## src/rtl/key_pkg.sv

```systemverilog
// Shared definitions for the decimal key debouncer: key count, FSM encodings
// and the single-key test used to qualify a candidate press.
package key_pkg;

   localparam int N_KEYS = 10;

   typedef enum logic [1:0] {
      ST_IDLE          = 2'd0,
      ST_CHECK_PRESS   = 2'd1,
      ST_HELD          = 2'd2,
      ST_CHECK_RELEASE = 2'd3
   } state_t;

   function automatic logic is_onehot10(input logic [N_KEYS-1:0] v);
      int unsigned ones;
      ones = 0;
      for (int i = 0; i < N_KEYS; i++) begin
         ones = ones + {31'b0, v[i]};
      end
      return (ones == 1);
   endfunction

endpackage

```

## src/rtl/sync_2ff.sv

```systemverilog
// Two-flop synchronizer bringing asynchronous button levels into the clk domain.
module sync_2ff #(
   parameter int WIDTH = 1
) (
   input  logic             clk,
   input  logic             rst_n,
   input  logic [WIDTH-1:0] d,
   output logic [WIDTH-1:0] q
);

   logic [WIDTH-1:0] meta_q;
   logic [WIDTH-1:0] sync_q;

   always_ff @(posedge clk or negedge rst_n) begin
      if (!rst_n) begin
         meta_q <= '0;
         sync_q <= '0;
      end else begin
         meta_q <= d;
         sync_q <= meta_q;
      end
   end

   assign q = sync_q;

endmodule

```

## src/rtl/key_debounce_onehot.sv

```systemverilog
// Debounces ten decimal push-buttons into a stable one-hot key vector with a
// single-cycle strobe on each accepted press.
module key_debounce_onehot
   import key_pkg::*;
#(
   parameter int DEBOUNCE_CYCLES = 1_000_000,
   parameter int CNT_W           = 20
) (
   input  logic              clk,
   input  logic              rst_n,
   input  logic [N_KEYS-1:0] btn,
   output logic [N_KEYS-1:0] key_out,
   output logic              key_valid,
   output logic              key_pulse
);

   localparam logic [CNT_W-1:0] CNT_MAX = CNT_W'(DEBOUNCE_CYCLES - 1);

   logic [N_KEYS-1:0] s;

   state_t            state_q,     state_d;
   logic [CNT_W-1:0]  cnt_q,       cnt_d;
   logic [N_KEYS-1:0] cand_q,      cand_d;
   logic [N_KEYS-1:0] key_out_q,   key_out_d;
   logic              key_valid_q, key_valid_d;
   logic              key_pulse_q, key_pulse_d;

   sync_2ff #(.WIDTH(N_KEYS)) u_sync (
      .clk   (clk),
      .rst_n (rst_n),
      .d     (btn),
      .q     (s)
   );

   always_comb begin
      state_d     = state_q;
      cnt_d       = cnt_q;
      cand_d      = cand_q;
      key_out_d   = key_out_q;
      key_pulse_d = 1'b0;
      case (state_q)
         ST_IDLE: begin
            key_out_d = '0;
            if (is_onehot10(s)) begin
               cand_d  = s;
               cnt_d   = '0;
               state_d = ST_CHECK_PRESS;
            end
         end
         ST_CHECK_PRESS: begin
            if (s != cand_q) begin
               cnt_d   = '0;
               state_d = ST_IDLE;
            end else if (cnt_q == CNT_MAX) begin
               cnt_d       = '0;
               key_out_d   = cand_q;
               key_pulse_d = 1'b1;
               state_d     = ST_HELD;
            end else begin
               cnt_d = cnt_q + 1'b1;
            end
         end
         ST_HELD: begin
            // Extra keys pressed alongside the held one are ignored.
            if ((s & cand_q) == '0) begin
               cnt_d   = '0;
               state_d = ST_CHECK_RELEASE;
            end
         end
         ST_CHECK_RELEASE: begin
            if ((s & cand_q) != '0) begin
               cnt_d   = '0;
               state_d = ST_HELD;
            end else if (s != '0) begin
               cnt_d = '0;
            end else if (cnt_q == CNT_MAX) begin
               cnt_d     = '0;
               cand_d    = '0;
               key_out_d = '0;
               state_d   = ST_IDLE;
            end else begin
               cnt_d = cnt_q + 1'b1;
            end
         end
         default: begin
            cnt_d     = '0;
            cand_d    = '0;
            key_out_d = '0;
            state_d   = ST_IDLE;
         end
      endcase
      key_valid_d = |key_out_d;
   end

   always_ff @(posedge clk or negedge rst_n) begin
      if (!rst_n) begin
         state_q     <= ST_IDLE;
         cnt_q       <= '0;
         cand_q      <= '0;
         key_out_q   <= '0;
         key_valid_q <= 1'b0;
         key_pulse_q <= 1'b0;
      end else begin
         state_q     <= state_d;
         cnt_q       <= cnt_d;
         cand_q      <= cand_d;
         key_out_q   <= key_out_d;
         key_valid_q <= key_valid_d;
         key_pulse_q <= key_pulse_d;
      end
   end

   assign key_out   = key_out_q;
   assign key_valid = key_valid_q;
   assign key_pulse = key_pulse_q;

endmodule

```

## config.mk

```make
export PLATFORM = sky130hd
export DESIGN_NAME = key_debounce_onehot
export DESIGN_NICKNAME = d
export VERILOG_FILES = /design/src/rtl/key_pkg.sv /design/src/rtl/sync_2ff.sv /design/src/rtl/key_debounce_onehot.sv
export SDC_FILE = /design/constraint.sdc
export NUM_CORES = 1
export LEC_CHECK = 0
export CORE_ASPECT_RATIO = 0.8
export CORE_MARGIN = 2
export CORE_UTILIZATION = 25
export CTS_CLUSTER_SIZE = 16
export DETAILED_ROUTE_END_ITERATION = 12
export MAX_ROUTING_LAYER = met4
export SYNTH_ARGS = -nofsm -noshare
export SYNTH_HDL_FRONTEND = slang
export SYNTH_SLANG_ARGS = --single-unit
```

## constraint.sdc

```tcl
create_clock -name clk -period 11.3 [get_ports clk]
set_clock_uncertainty 0.1 [all_clocks]
set_input_delay 2.26 -clock clk [delete_from_list [all_inputs] [get_ports clk]]
set_output_delay 2.26 -clock clk [all_outputs]
set_load 0.01 [all_outputs]
```

Yosys cells after proc, flatten, opt, wreduce, memory -nomap -nowiden
Index checks and enable logic that the tools add are counted.
W data, S select, Z words.
{"block": "totals", "reg_bits": 64, "in_bits": 12, "output_inout_bits": 12, "wordCells": 71}
{"block": "op_classes", "addsub": 10, "n_eq_ne": 14, "mux": 29, "bitwise": 1, "reduce_logical": 9}
{"cell": "$mux W20", "n": 6}
{"cell": "$mux W10", "n": 9}
{"cell": "$pmux W20 S4", "n": 1}
{"cell": "$pmux W10 S3", "n": 1}
{"cell": "$add A20 B1 Y20 const B", "n": 1}
{"cell": "$eq A20 B20 Y1 const B", "n": 1}
{"cell": "$pmux W10 S2", "n": 1}
{"cell": "$reduce_bool A10 Y1", "n": 2}
{"cell": "$mux W2", "n": 7}
{"cell": "$add A9 B1 Y10", "n": 1}
{"cell": "$and A10 B10 Y10", "n": 1}
{"cell": "$eq A10 B1 Y1 const B", "n": 1}
{"cell": "$logic_not A10 Y1", "n": 1}
{"cell": "$ne A10 B10 Y1", "n": 1}
{"cell": "$ne A2 B2 Y1 const B", "n": 5}
{"cell": "$reduce_and A5 Y1", "n": 2}
{"cell": "$reduce_or A10 Y1", "n": 1}
{"cell": "$add A8 B1 Y9", "n": 1}
{"cell": "$ne A3 B3 Y1 const B", "n": 3}
{"cell": "$add A7 B1 Y8", "n": 1}
{"cell": "$pmux W2 S4", "n": 1}
{"cell": "$add A6 B1 Y7", "n": 1}
{"cell": "$add A5 B1 Y6", "n": 1}
{"cell": "$add A4 B1 Y5", "n": 1}
{"cell": "other kinds (9)", "n": 12}

Longest topological paths before layout
Gate-level depths: netlist of run 1.
{"block": "depth", "depth_word": 12, "ltp_mapped": 15, "mapped_depth_nobuf": 13}

Modules after synthesis
From an unflattened synthesis of run 1, not the netlist that was laid out.
{"block": "hier_totals", "hier_cells": 282, "area_unflattened_um2": 3179.3}
{"mod": "key_debounce_onehot", "n_inst": 1, "cells_each": 262, "area_per_inst_um2": 2678.8, "seq_area_each_um2": 1101.1}
{"mod": "sync_2ff", "n_inst": 1, "cells_each": 20, "area_per_inst_um2": 500.5, "seq_area_each_um2": 500.5}

Worst setup path before layout of run 1
OpenSTA, ideal clock, no wires.
{"block": "synth_timing", "path_type": "reg2reg", "start": "register u_sync.sync_q[0] (netlist: u_sync.q[0])", "end": "register cnt_q[14]", "setup_time_ns": 0.078, "arrival_time_ns": 4.059, "t_required_ns": 11.122, "setup_slack_ns": 7.063, "path_stages_with_launch": 15, "cell_sequence": "dfrtp_1 > fa_1 > fa_1 > inv_1 > fa_1 > inv_1 > ha_1 > inv_1 > fa_1 > a2111o_1 > a211o_1 > and3_1 > buf_2 > or4_1 > a21boi_1"}
{"block": "synth_between", "elab_chain_cells": 12}
{"element": "from (decl)", "line": "sync_2ff.sv:12", "rtl": "logic [WIDTH-1:0] sync_q;"}
{"element": "from (signal assigned)", "line": "sync_2ff.sv:20", "rtl": "sync_q <= meta_q;"}
{"element": "$add A1 B1 Y2", "line": "key_pkg.sv:18", "rtl": "ones = ones + {31'b0, v[i]};"}
{"element": "$add A2 B1 Y3", "line": "key_pkg.sv:18"}
{"element": "$add A3 B1 Y4", "line": "key_pkg.sv:18"}
{"element": "$add A4 B1 Y5", "line": "key_pkg.sv:18"}
{"element": "$add A5 B1 Y6", "line": "key_pkg.sv:18"}
{"element": "$add A6 B1 Y7", "line": "key_pkg.sv:18"}
{"element": "$add A7 B1 Y8", "line": "key_pkg.sv:18"}
{"element": "$add A8 B1 Y9", "line": "key_pkg.sv:18"}
{"element": "$add A9 B1 Y10", "line": "key_pkg.sv:18"}
{"element": "$eq A10 B1 Y1", "line": "key_pkg.sv:20", "rtl": "return (ones == 1);"}
{"element": "$ne A2 B2 Y1 (no source line)"}
{"element": "$reduce_and A2 Y1 (no source line)"}
{"element": "to (signal assigned)", "line": "key_debounce_onehot.sv:105", "rtl": "cnt_q <= cnt_d;"}
{"element": "to (decl)", "line": "key_debounce_onehot.sv:22", "rtl": "logic [CNT_W-1:0] cnt_q, cnt_d;"}
Parallel ways exist; a longest one is shown, timed or not.
A chain may end at the register's enable or synchronous reset.

Worst setup path in the final report of run 1
Ends and elaborated chain as after synthesis.

==> out/qor.csv, run 1 <==
stage,metric,value,unit
cts,cts_buffers,9,
flow_run,cap_violations,0,
setup_path,crit_required,11.44,ns
setup_path,startpoint_type,flip-flop,
detailed_routing,drt_first_iter_violations,137,
cts,post_cts_buffers,0,
yosys,yosysSeqAreaShare,51.5,%
floorplanning,start_util,25.6,%
pwr,power.share.clock,41.4,%
placement,placed_area,3480,sq um
pwr,switchingPower,214,uW
timing,rsz0062_at_grt,no,
detailed_routing,vias,2313,
pwr,p_seq_share,39.2,%
setup_path,cp_max_fo,28,
pwr,power_density,188,nW/um^2
detailed_routing,drt_wl_total,6570,um
global_route,grt_antenna_before_repair,0,
setup_path,arrival,4.85,ns
setup_path,endpoint_kind,flip-flop,
detailed_routing,routed_via_density,5.06,
pwr,p_leak,1.62,nW
yosys,synthTopCellsByCount,"dfrtp_1 (64), nand2_1 (23), a22o_1 (22)",
global_route,grt_max_degree,65,
timing,worst_pin_slew,0.933,ns
cts,path_clk_slew,0.06,ns
yosys,yosysWarnings,0,
pwr,vdd_ir_drop_max,0.0705,mV
yosys,synth_top_area_share,51.5,%
timing,setup-tns-final,0,ns
yosys,synth_area_per_cell,11.3,sq um
floorplanning,die_h,104,um
cts,hold_buffers,0,
cts,cts_tree,built,
layout,fin_area,3800,sq um
detailed_routing,drc,0,
floorplanning,core,12200,sq um
cts,cts_sinks,64,
pwr,p_int,501,uW
cts,insertion_delay,0.33,ns
yosys,ys_types,46,
yosys,yosys_most_used_dff,dfrtp_1,
timing,final-hold-violation-count,0,
cts,root_buffer,clkbuf_16,
yosys,netlist_area,3110,sq um
cts,clock_path_buffers,2,
floorplanning,fp.dieArea,13400,sq um
global_route,overflow,0,
pwr,p_sw_share,29.9,%
detailed_routing,wl_per_cell,14.4,um
cts,post_cts_resized,0,
timing,min_period_over_period,41.7,%
layout,final_nets,332,
timing,timing.fmax,212,MHz
global_route,grt_pass1_wl,11400,um
yosys,yosys.cell_count.top_type,dfrtp_1,
yosys,yosys_register_bits,64,
setup_path,crit_type,reg -> reg,
detailed_routing,firstDrtPassIters,4,
floorplanning,rows,36,
placement,place.gp.congestion,0.878,
placement,port_buffers,23,
global_route,grt_usage,11.0,%
timing,maxSlewHeadroom,37.8,%
worst_hold_path,hold_path.class,reg -> reg,
layout,antenna_cells,0,
layout,layout-drive-gt1-share,7.54,%
yosys,synthCells,276,
global_route,grt_pass1_vias,2277,
timing,setup_viol,0,
yosys,synth-edff-count,0,
yosys,yosys-top-cells-area,"dfrtp_1 (51%), a22o_1 (6.2%), ha_1 (5.6%), fa_1 (3.9%), nand2_1 (2.8%)",
cts,cts-htree-levels,3,
timing,finalMaxSlewViolations,0,
timing,period_minus_slack,4.71,ns
layout,syn2layout_area_growth,22.2,%
yosys,synth_top_area_cell,dfrtp_1,
detailed_routing,detail-route-antenna-nets,0,
yosys,syn-num-nets,308,
floorplanning,die_x,129,um
status,status,"complete, no violations",
pwr,power_frac_comb,19.5,%
yosys,synthArstFlopShare,100,%
floorplanning,io_pins,24,
placement,dp_hpwl,4580,um
## cells by family (layout without fill, tap and decap cells)
group,after synthesis,in the layout,synth area share (%)
adder cells (fa/ha/maj),20,20,9.49
AND/OR/NAND/NOR,95,95,18.1
AO/OA/AOI/OAI,69,69,17.1
buffers and inverters,28,57,3.78
flip-flops,64,64,51.5
## critical path, cell delays in order, from the launching register on
cell and delay, ns:
dfrtp_1 0.43, fa_1 0.52, fa_1 0.51, inv_1 0.05, fa_1 0.42, inv_1 0.07, ha_1 0.16, inv_1 0.05
fa_1 0.38, a2111o_1 0.39, a211o_1 0.29, and3_1 0.50, or4_1 0.62, a21boi_1 0.14
## stage by stage
step | total power, mW | setup WS, ns | cells | hold WS [ns] | utilization, %
4_1_cts | 0.722 | 6.57 | 457 | 0.249 | 31.3
2_1_floorplan | 0.381 | 7.06 | 276 | 0.231 | -
5_1_grt | 0.756 | 6.34 | 457 | 0.254 | 31.3
3_3_place_gp | 0.419 | 6.71 | 441 | 0.236 | 28.6
6_report | 0.715 | 6.59 | 457 | 0.247 | 31.3
3_5_place_dp | 0.423 | 6.56 | 441 | 0.237 | 28.6
## final timing paths
path / to / slack, ns / start / depth (start not counted)
max: cnt_q[14] / 6.59 / u_sync.q[0] / 13
min: u_sync.q[3] / 0.25 / u_sync.meta_q[3] / 0
max reg2reg: cnt_q[14] / 6.59 / u_sync.q[0] / 13
min reg2reg: u_sync.q[3] / 0.25 / u_sync.meta_q[3] / 0
max in group asynchronous: cnt_q[6] / 8.57 / rst_n / 2
min in group asynchronous: u_sync.meta_q[9] / 2.00 / rst_n / 2
## cell type report
cell class	count	area, sq um
Inverter	17	63.8
Timing Repair Buffer	24	233
Clock inverter	6	92.6
Multi-Input combinational cell	184	1390
Clock buffer	10	229
Sequential cell	64	1600
Fill cell	1242	8360
Tap cell	152	190
## cell usage in the layout, fill, tap and decap left out, types with 2 or more instances in the layout
| cell | count |
|---|---|
| o21ai_0 | 5 |
| a41oi_1 | 3 |
| and2_1 | 2 |
| o22ai_1 | 3 |
| o211ai_1 | 2 |
| a22o_1 | 22 |
| a22oi_1 | 3 |
| and3_1 | 6 |
| inv_1 | 17 |
| a21boi_1 | 6 |
| a21boi_0 | 3 |
| clkdlybuf4s50_1 | 22 |
| nor2_1 | 6 |
| bufinv_16 | 2 |
| or4_1 | 5 |
| nand2_1 | 23 |
| fa_1 | 6 |
| clkbuf_16 | 9 |
| ha_1 | 14 |
| dfrtp_1 | 64 |
| nand3_1 | 13 |
| o31ai_1 | 9 |
| or4b_1 | 2 |
| nand4_1 | 9 |
| nand4bb_1 | 2 |
| nand2b_1 | 3 |
| nor3_1 | 4 |
| a21oi_1 | 4 |
| clkinvlp_4 | 2 |
| nor4_1 | 12 |
## per-layer routing
| layer | up-vias | routed length (um) | global-route usage [%] |
|---|---|---|---|
| met3 | 2 | 287 | 3.41 |
| met2 | 50 | 2830 | 14.6 |
| met5 | - | 0 | - |
| li1 | 1092 | - | - |
| met4 | 0 | 38 | 3.65 |
| met1 | 1169 | 3410 | 15.8 |
## flip-flops by register name (all words and copies together), names as in the netlist
register and cells:
u_sync.meta_q 10, cnt_q 20, key_out 10, key_valid 1, key_pulse 1, u_sync.q 10, state_q 2, cand_q 10
## power by group through the flow
stage	logic [mW]	registers [mW]	clock network, mW
floorplan	0.110	0.271	0
global placement	0.136	0.283	0
finish	0.139	0.280	0.296
global route	0.161	0.284	0.312
detailed placement	0.140	0.284	0
CTS	0.141	0.280	0.302
(Power assumes the default switching activity.)
==> run 2: changes to the inputs <==
clock period = 4.1 ns   (was 11.3 ns; I/O delays follow)
==> out/qor.csv, run 2 (synthesis gave the netlist of run 1 again) <==
stage,metric,value,unit,change
status,status,"finished, violations left",,
status,violations,negative setup slack,,
global_route,top_usage_layer,met1,,
cts,clock_path_buffers,2,,unchanged
cts,cts-htree-levels,3,,unchanged
cts,root_buffer,clkbuf_16,,
timing,timing.fmax,238,MHz,+12%
floorplanning,start_util,25.6,%,unchanged
layout,instances_no_fill,474,,+3.7%
detailed_routing,drc,0,,unchanged
placement,dp_cells,453,,+2.7%
floorplanning,fp.dieArea,13400,sq um,unchanged
placement,place.gp.congestion,0.824,,-6.2%
layout,final_common_cell,dfrtp_1,,
pwr,p_leak,1.72,nW,+6.2%
floorplanning,io_pins,24,,unchanged
setup_path,crit_type,reg -> reg,,
global_route,grt_max_degree,38,,-42%
floorplanning,rows,36,,unchanged
setup_path,startpoint_type,flip-flop,,
floorplanning,die_h,104,um,unchanged
layout,largest_register_ff_count,20,,unchanged
cts,path_clk_slew,0.05,ns,about the same
timing,min_period_over_period,102,%,+61 points
setup_path,crit_required,4.26,ns,-7.18 ns
setup_path,cp_max_fo,6,,-79%
floorplanning,die_x,129,um,unchanged
layout,final_cell_mix,"dfrtp_1 (64), nand2_1 (23), a22o_1 (22), clkdlybuf4s50_1 (22), buf_4 (18)",,
setup_path,endpoint_kind,flip-flop,,
detailed_routing,vias,2403,,+3.9%
detailed_routing,detail-route-antenna-nets,0,,unchanged
timing,maxSlewHeadroom,39.4,%,+1.6 points
layout,final_core_util,33.2,%,+1.9 points
detailed_routing,wl_per_cell,15.1,um,+5.1%
global_route,grt_antenna_before_repair,0,,unchanged
detailed_routing,drt_wl_total,7160,um,+9.0%
setup_path,arrival,4.36,ns,-0.49 ns
placement,port_buffers,23,,unchanged
timing,finalMaxSlewViolations,0,,unchanged
timing,setup_viol,10,,+10
floorplanning,core,12200,sq um,unchanged
global_route,met2_usage,15.6,%,+1.0 points
layout,layout-drive-gt1-share,18.0,%,+10 points
cts,insertion_delay,0.33,ns,about the same
global_route,grtUsageMet1,17.6,%,+1.8 points
pwr,total_power,2.09,mW,+190%
global_route,overflow,0,,unchanged
setup_path,reg2reg_slack,-0.10,ns,-6.69 ns
worst_hold_path,hold_path.class,reg -> reg,,
pwr,vdd_ir_drop_max,0.203,mV,+190%
timing,setup-tns-final,-0.669,ns,-0.669 ns
cts,cts_tree,built,,
timing,rsz0062_at_grt,yes,,
global_route,grt_usage,11.9,%,+0.94 points
timing,period_minus_slack,4.20,ns,-0.510 ns
placement,detailedPlace.worstSlack,-0.292,ns,-6.86 ns
global_route,grt_pass1_wl,12200,um,+6.8%
setup_path,rr_startpoint,u_sync.q[1],,
setup_path,rr_endpoint,cnt_q[11],,
pwr,power_density,519,nW/um^2,+180%
layout,syn2layout_area_growth,29.7,%,
layout,antenna_cells,0,,unchanged
flow_run,cap_violations,0,,unchanged
timing,worst_slack,-0.101,ns,-6.69 ns
detailed_routing,routed_via_density,5.07,,+0.17%
layout,largest_register,cnt_q,,
cts,cts_buffers,9,,unchanged
placement,dp_hpwl,4880,um,+6.5%
setup_path,critPathCapture,cnt_q[11],,
placement,placed_area,3570,sq um,+2.7%
layout,final_nets,350,,+5.4%
timing,final-hold-violation-count,0,,unchanged
setup_path,r2r_cells,13,,unchanged
cts,cts_sinks,64,,unchanged
global_route,grt.met3_usage,3.41,%,unchanged
setup_path,worstSetupStartpoint,u_sync.q[1],,
timing,worst_pin_slew,0.908,ns,-0.0244 ns
detailed_routing,firstDrtPassIters,4,,unchanged
detailed_routing,drt_first_iter_violations,148,,+8.0%
global_route,grt_pass1_vias,2297,,+0.88%
timing,whs,0.251,ns,+0.00447 ns
layout,fin_area,4030,sq um,+6.1%
run 2: cell count changes in the layout (fill, tap and decap cells not counted), sizes merged:
cell	previous run	this run
and3	6	7
buf	2	19
clkbuf	10	12
clkinvlp	2	0
inv	18	17
run 2: routing by layer:
| layer | wire [um] | up-vias |
|---|---|---|
| li1 | - | 1140 |
| met1 | 3570 | 1193 |
| met2 | 3120 | 62 |
| met3 | 396 | 8 |
| met4 | 72 | 0 |
| met5 | 0 | - |
run 2: worst min-delay path by stage:
| stage | startpoint | end | slack, ns | cells past startpoint |
|---|---|---|---|---|
| finish | u_sync.meta_q[8] | u_sync.q[8] | 0.25 | 0 |
| global route | u_sync.meta_q[3] | u_sync.q[3] | 0.26 | 0 |
| CTS | u_sync.meta_q[3] | u_sync.q[3] | 0.25 | 0 |
| detailed placement | u_sync.meta_q[3] | u_sync.q[3] | 0.24 | 0 |
| global placement | u_sync.meta_q[6] | u_sync.q[6] | 0.24 | 0 |
| floorplan | u_sync.meta_q[0] | u_sync.q[0] | 0.23 | 0 |
run 2: worst max-delay path: stages, from the launching register on:
cell and delay, ns:
dfrtp_1 0.39, fa_1 0.52, fa_1 0.53, inv_1 0.05
fa_1 0.46, inv_2 0.08, ha_4 0.13, inv_2 0.04
fa_2 0.33, a2111o_1 0.29, a211o_1 0.34, and3_4 0.21
or4_4 0.51, a21boi_2 0.14
run 2: layout make-up:
cell class	instances	area [sq um]
fillers	1240	8130
flip-flops and latches	64	1600
multi-input cells	185	1500
repair buffers	41	360
clock buffers	12	256
well taps	152	190
clock inverters	3	65.1
inverters	17	63.8
run 2: what timing repair did:
| action | in CTS | in global routing |
|---|---|---|
| gates cloned | 1 | 0 |
| buffers inserted | 2 | 3 |
| hold buffers | 0 | 0 |
| resized for setup | 6 | 14 |
| pin swaps | 7 | 7 |
| endpoints found under the setup margin | 17 | 26 |
run 2: power by group:
part / switching [mW] / internal [mW] / total [mW] / leakage, nW
sequential: 0.0824 / 0.692 / 0.774 / 0.833
combinational: 0.269 / 0.228 / 0.498 / 0.726
clock: 0.260 / 0.560 / 0.820 / 0.159
total: 0.611 / 1.48 / 2.09 / 1.72
==> run 3: changes to the inputs <==
CORE_MARGIN = not set   (was 2)
CTS_CLUSTER_SIZE = 20   (was 16)
PLACE_DENSITY = 0.4   (was not set)
==> out/qor.csv, run 3 (synthesis gave the netlist of run 1 again) <==
stage,metric,value,unit,change
cts,cts-htree-levels,3,,unchanged
setup_path,crit_chain,fa_1 -> fa_1 -> inv_1 -> fa_1 -> inv_1 -> ha_2 -> inv_2 -> fa_2 -> a2111o_1 -> a211o_1 -> and3_4 -> or4b_1 -> a21boi_1,,
setup_path,worstSetupStartpoint,u_sync.q[0],,
detailed_routing,firstDrtPassIters,4,,unchanged
global_route,grt_usage,13.2,%,+1.3 points
timing,final-hold-violation-count,0,,unchanged
cts,cts_sinks,64,,unchanged
timing,min_period_over_period,99.9,%,-2.5 points
setup_path,crit_type,reg -> reg,,
worst_hold_path,min_from,u_sync.meta_q[4],,
pwr,power_density,523,nW/um^2,+0.82%
setup_path,crit_required,4.26,ns,about the same
floorplanning,start_util,25.6,%,unchanged
setup_path,arrival,4.26,ns,-0.10 ns
worst_hold_path,hold_path.class,reg -> reg,,
layout,final_cell_mix,"dfrtp_1 (64), nand2_1 (23), a22o_1 (22), clkdlybuf4s50_1 (22), buf_4 (18)",,
timing,setup_viol,0,,-10
floorplanning,core,12200,sq um,unchanged
placement,place.gp.congestion,0.772,,-6.3%
layout,instances_no_fill,476,,+0.42%
timing,period_minus_slack,4.10,ns,-0.103 ns
global_route,grt_pass1_wl,12500,um,+3.1%
placement,dp_cells,454,,+0.22%
setup_path,startpoint_type,flip-flop,,
detailed_routing,routed_via_density,5.03,,-0.83%
timing,maxSlewHeadroom,38.0,%,-1.4 points
floorplanning,io_pins,24,,unchanged
layout,layout-drive-gt1-share,19.1,%,+1.1 points
layout,antenna_cells,0,,unchanged
timing,rsz0062_at_grt,yes,,
layout,final_core_util,33.5,%,+0.33 points
status,status,"complete, no violations",,
cts,clock_path_buffers,2,,unchanged
placement,dp_hpwl,5230,um,+7.2%
detailed_routing,drt_wl_total,7570,um,+5.7%
floorplanning,fp.dieArea,12900,sq um,-3.5%
layout,syn2layout_area_growth,31.0,%,
layout,largest_register_ff_count,20,,unchanged
cts,root_buffer,clkbuf_16,,
pwr,vdd_ir_drop_max,0.214,mV,+5.5%
layout,largest_register,cnt_q,,
floorplanning,rows,36,,unchanged
timing,worst_pin_slew,0.929,ns,+0.0210 ns
layout,fin_area,4070,sq um,+0.99%
global_route,grt_antenna_before_repair,0,,unchanged
setup_path,cpMaxStageDelayCell,fa_1,,
setup_path,path_buf_inv,3,,unchanged
detailed_routing,vias,2393,,-0.42%
placement,placed_area,3580,sq um,+0.21%
floorplanning,die_h,102,um,-1.9%
setup_path,cp_max_fo,8,,+2
layout,final_common_cell,dfrtp_1,,
timing,timing.fmax,244,MHz,+2.5%
cts,cts_tree,built,,
pwr,p_leak,1.73,nW,+0.65%
global_route,grt_max_degree,32,,-16%
layout,final_nets,352,,+0.57%
cts,cts_buffers,9,,unchanged
detailed_routing,wl_per_cell,15.9,um,+5.2%
flow_run,cap_violations,0,,unchanged
detailed_routing,detail-route-antenna-nets,0,,unchanged
setup_path,rr_startpoint,u_sync.q[0],,
global_route,overflow,0,,unchanged
detailed_routing,drc,0,,unchanged
floorplanning,die_x,127,um,-1.6%
setup_path,cp_top_family,adder cells,,
setup_path,endpoint_kind,flip-flop,,
cts,hold_buffers,0,,unchanged
timing,finalMaxSlewViolations,0,,unchanged
setup_path,slowest_delay,0.51,ns,-0.02 ns
cts,path_clk_slew,0.05,ns,about the same
placement,port_buffers,23,,unchanged
detailed_routing,drt_first_iter_violations,75,,-49%
setup_path,path_common_cell,fa_1,,
global_route,grt_pass1_vias,2381,,+3.7%
cts,insertion_delay,0.33,ns,about the same
pwr,total_power,2.13,mW,+1.8%
==> run 3: cell count changes in the layout (fill, tap and decap cells not counted), sizes merged <==
cell,before,now
clkinvlp,0,1
buf,19,21
clkbuf,12,10
clkinv,1,2
==> run 3: area by class of cell <==
cell class	instances	area, sq um
clock buffer	10	239
clock inverter	5	81.3
fill	1243	8090
inverter	17	63.8
multi-input combinational	185	1520
sequential	64	1600
tap	152	190
timing repair buffer	43	383
==> run 3: final timing paths <==
path	end	slack, ns	cells after the start
hold / removal	u_sync.q[4]	0.24	0
min in group asynchronous	cnt_q[12]	0.45	1
max in group asynchronous	key_out[7]	2.73	2
setup reg to reg	cnt_q[8]	0.002	13
setup / recovery	cnt_q[8]	0.002	13
hold reg to reg	u_sync.q[4]	0.24	0
==> run 3: layer usage <==
metal	share of wire, %	GRT usage, %	wire [um]
met5	0	-	0
met2	44	19.8	3310
met3	3.3	3.17	250
met1	51	17.2	3860
met4	1.8	5.59	138
==> run 3: repair_timing <==
action                     4_1_cts  5_1_grt
setup endpoints to repair       15       26
pin swaps                       10        9
buffers inserted                 3        3
gates resized for setup          4       23
gates cloned                     1        0
==> run 3: where the power goes <==
| group | switching [mW] | internal, mW | total [mW] |
|---|---|---|---|
| registers | 0.0837 | 0.691 | 0.775 |
| clock network | 0.281 | 0.545 | 0.826 |
| logic | 0.284 | 0.244 | 0.529 |
| total | 0.649 | 1.48 | 2.13 |
==> run 3: stage by stage <==
stage	TNS, ns	setup slack [ns]	hold WS [ns]
finish	0	0.00230	0.245
global route	-1.83	-0.187	0.258
CTS	-0.185	-0.0534	0.247
detailed placement	-1.92	-0.243	0.235
global placement	-1.50	-0.186	0.236
floorplan	-0.0536	-0.0298	0.231
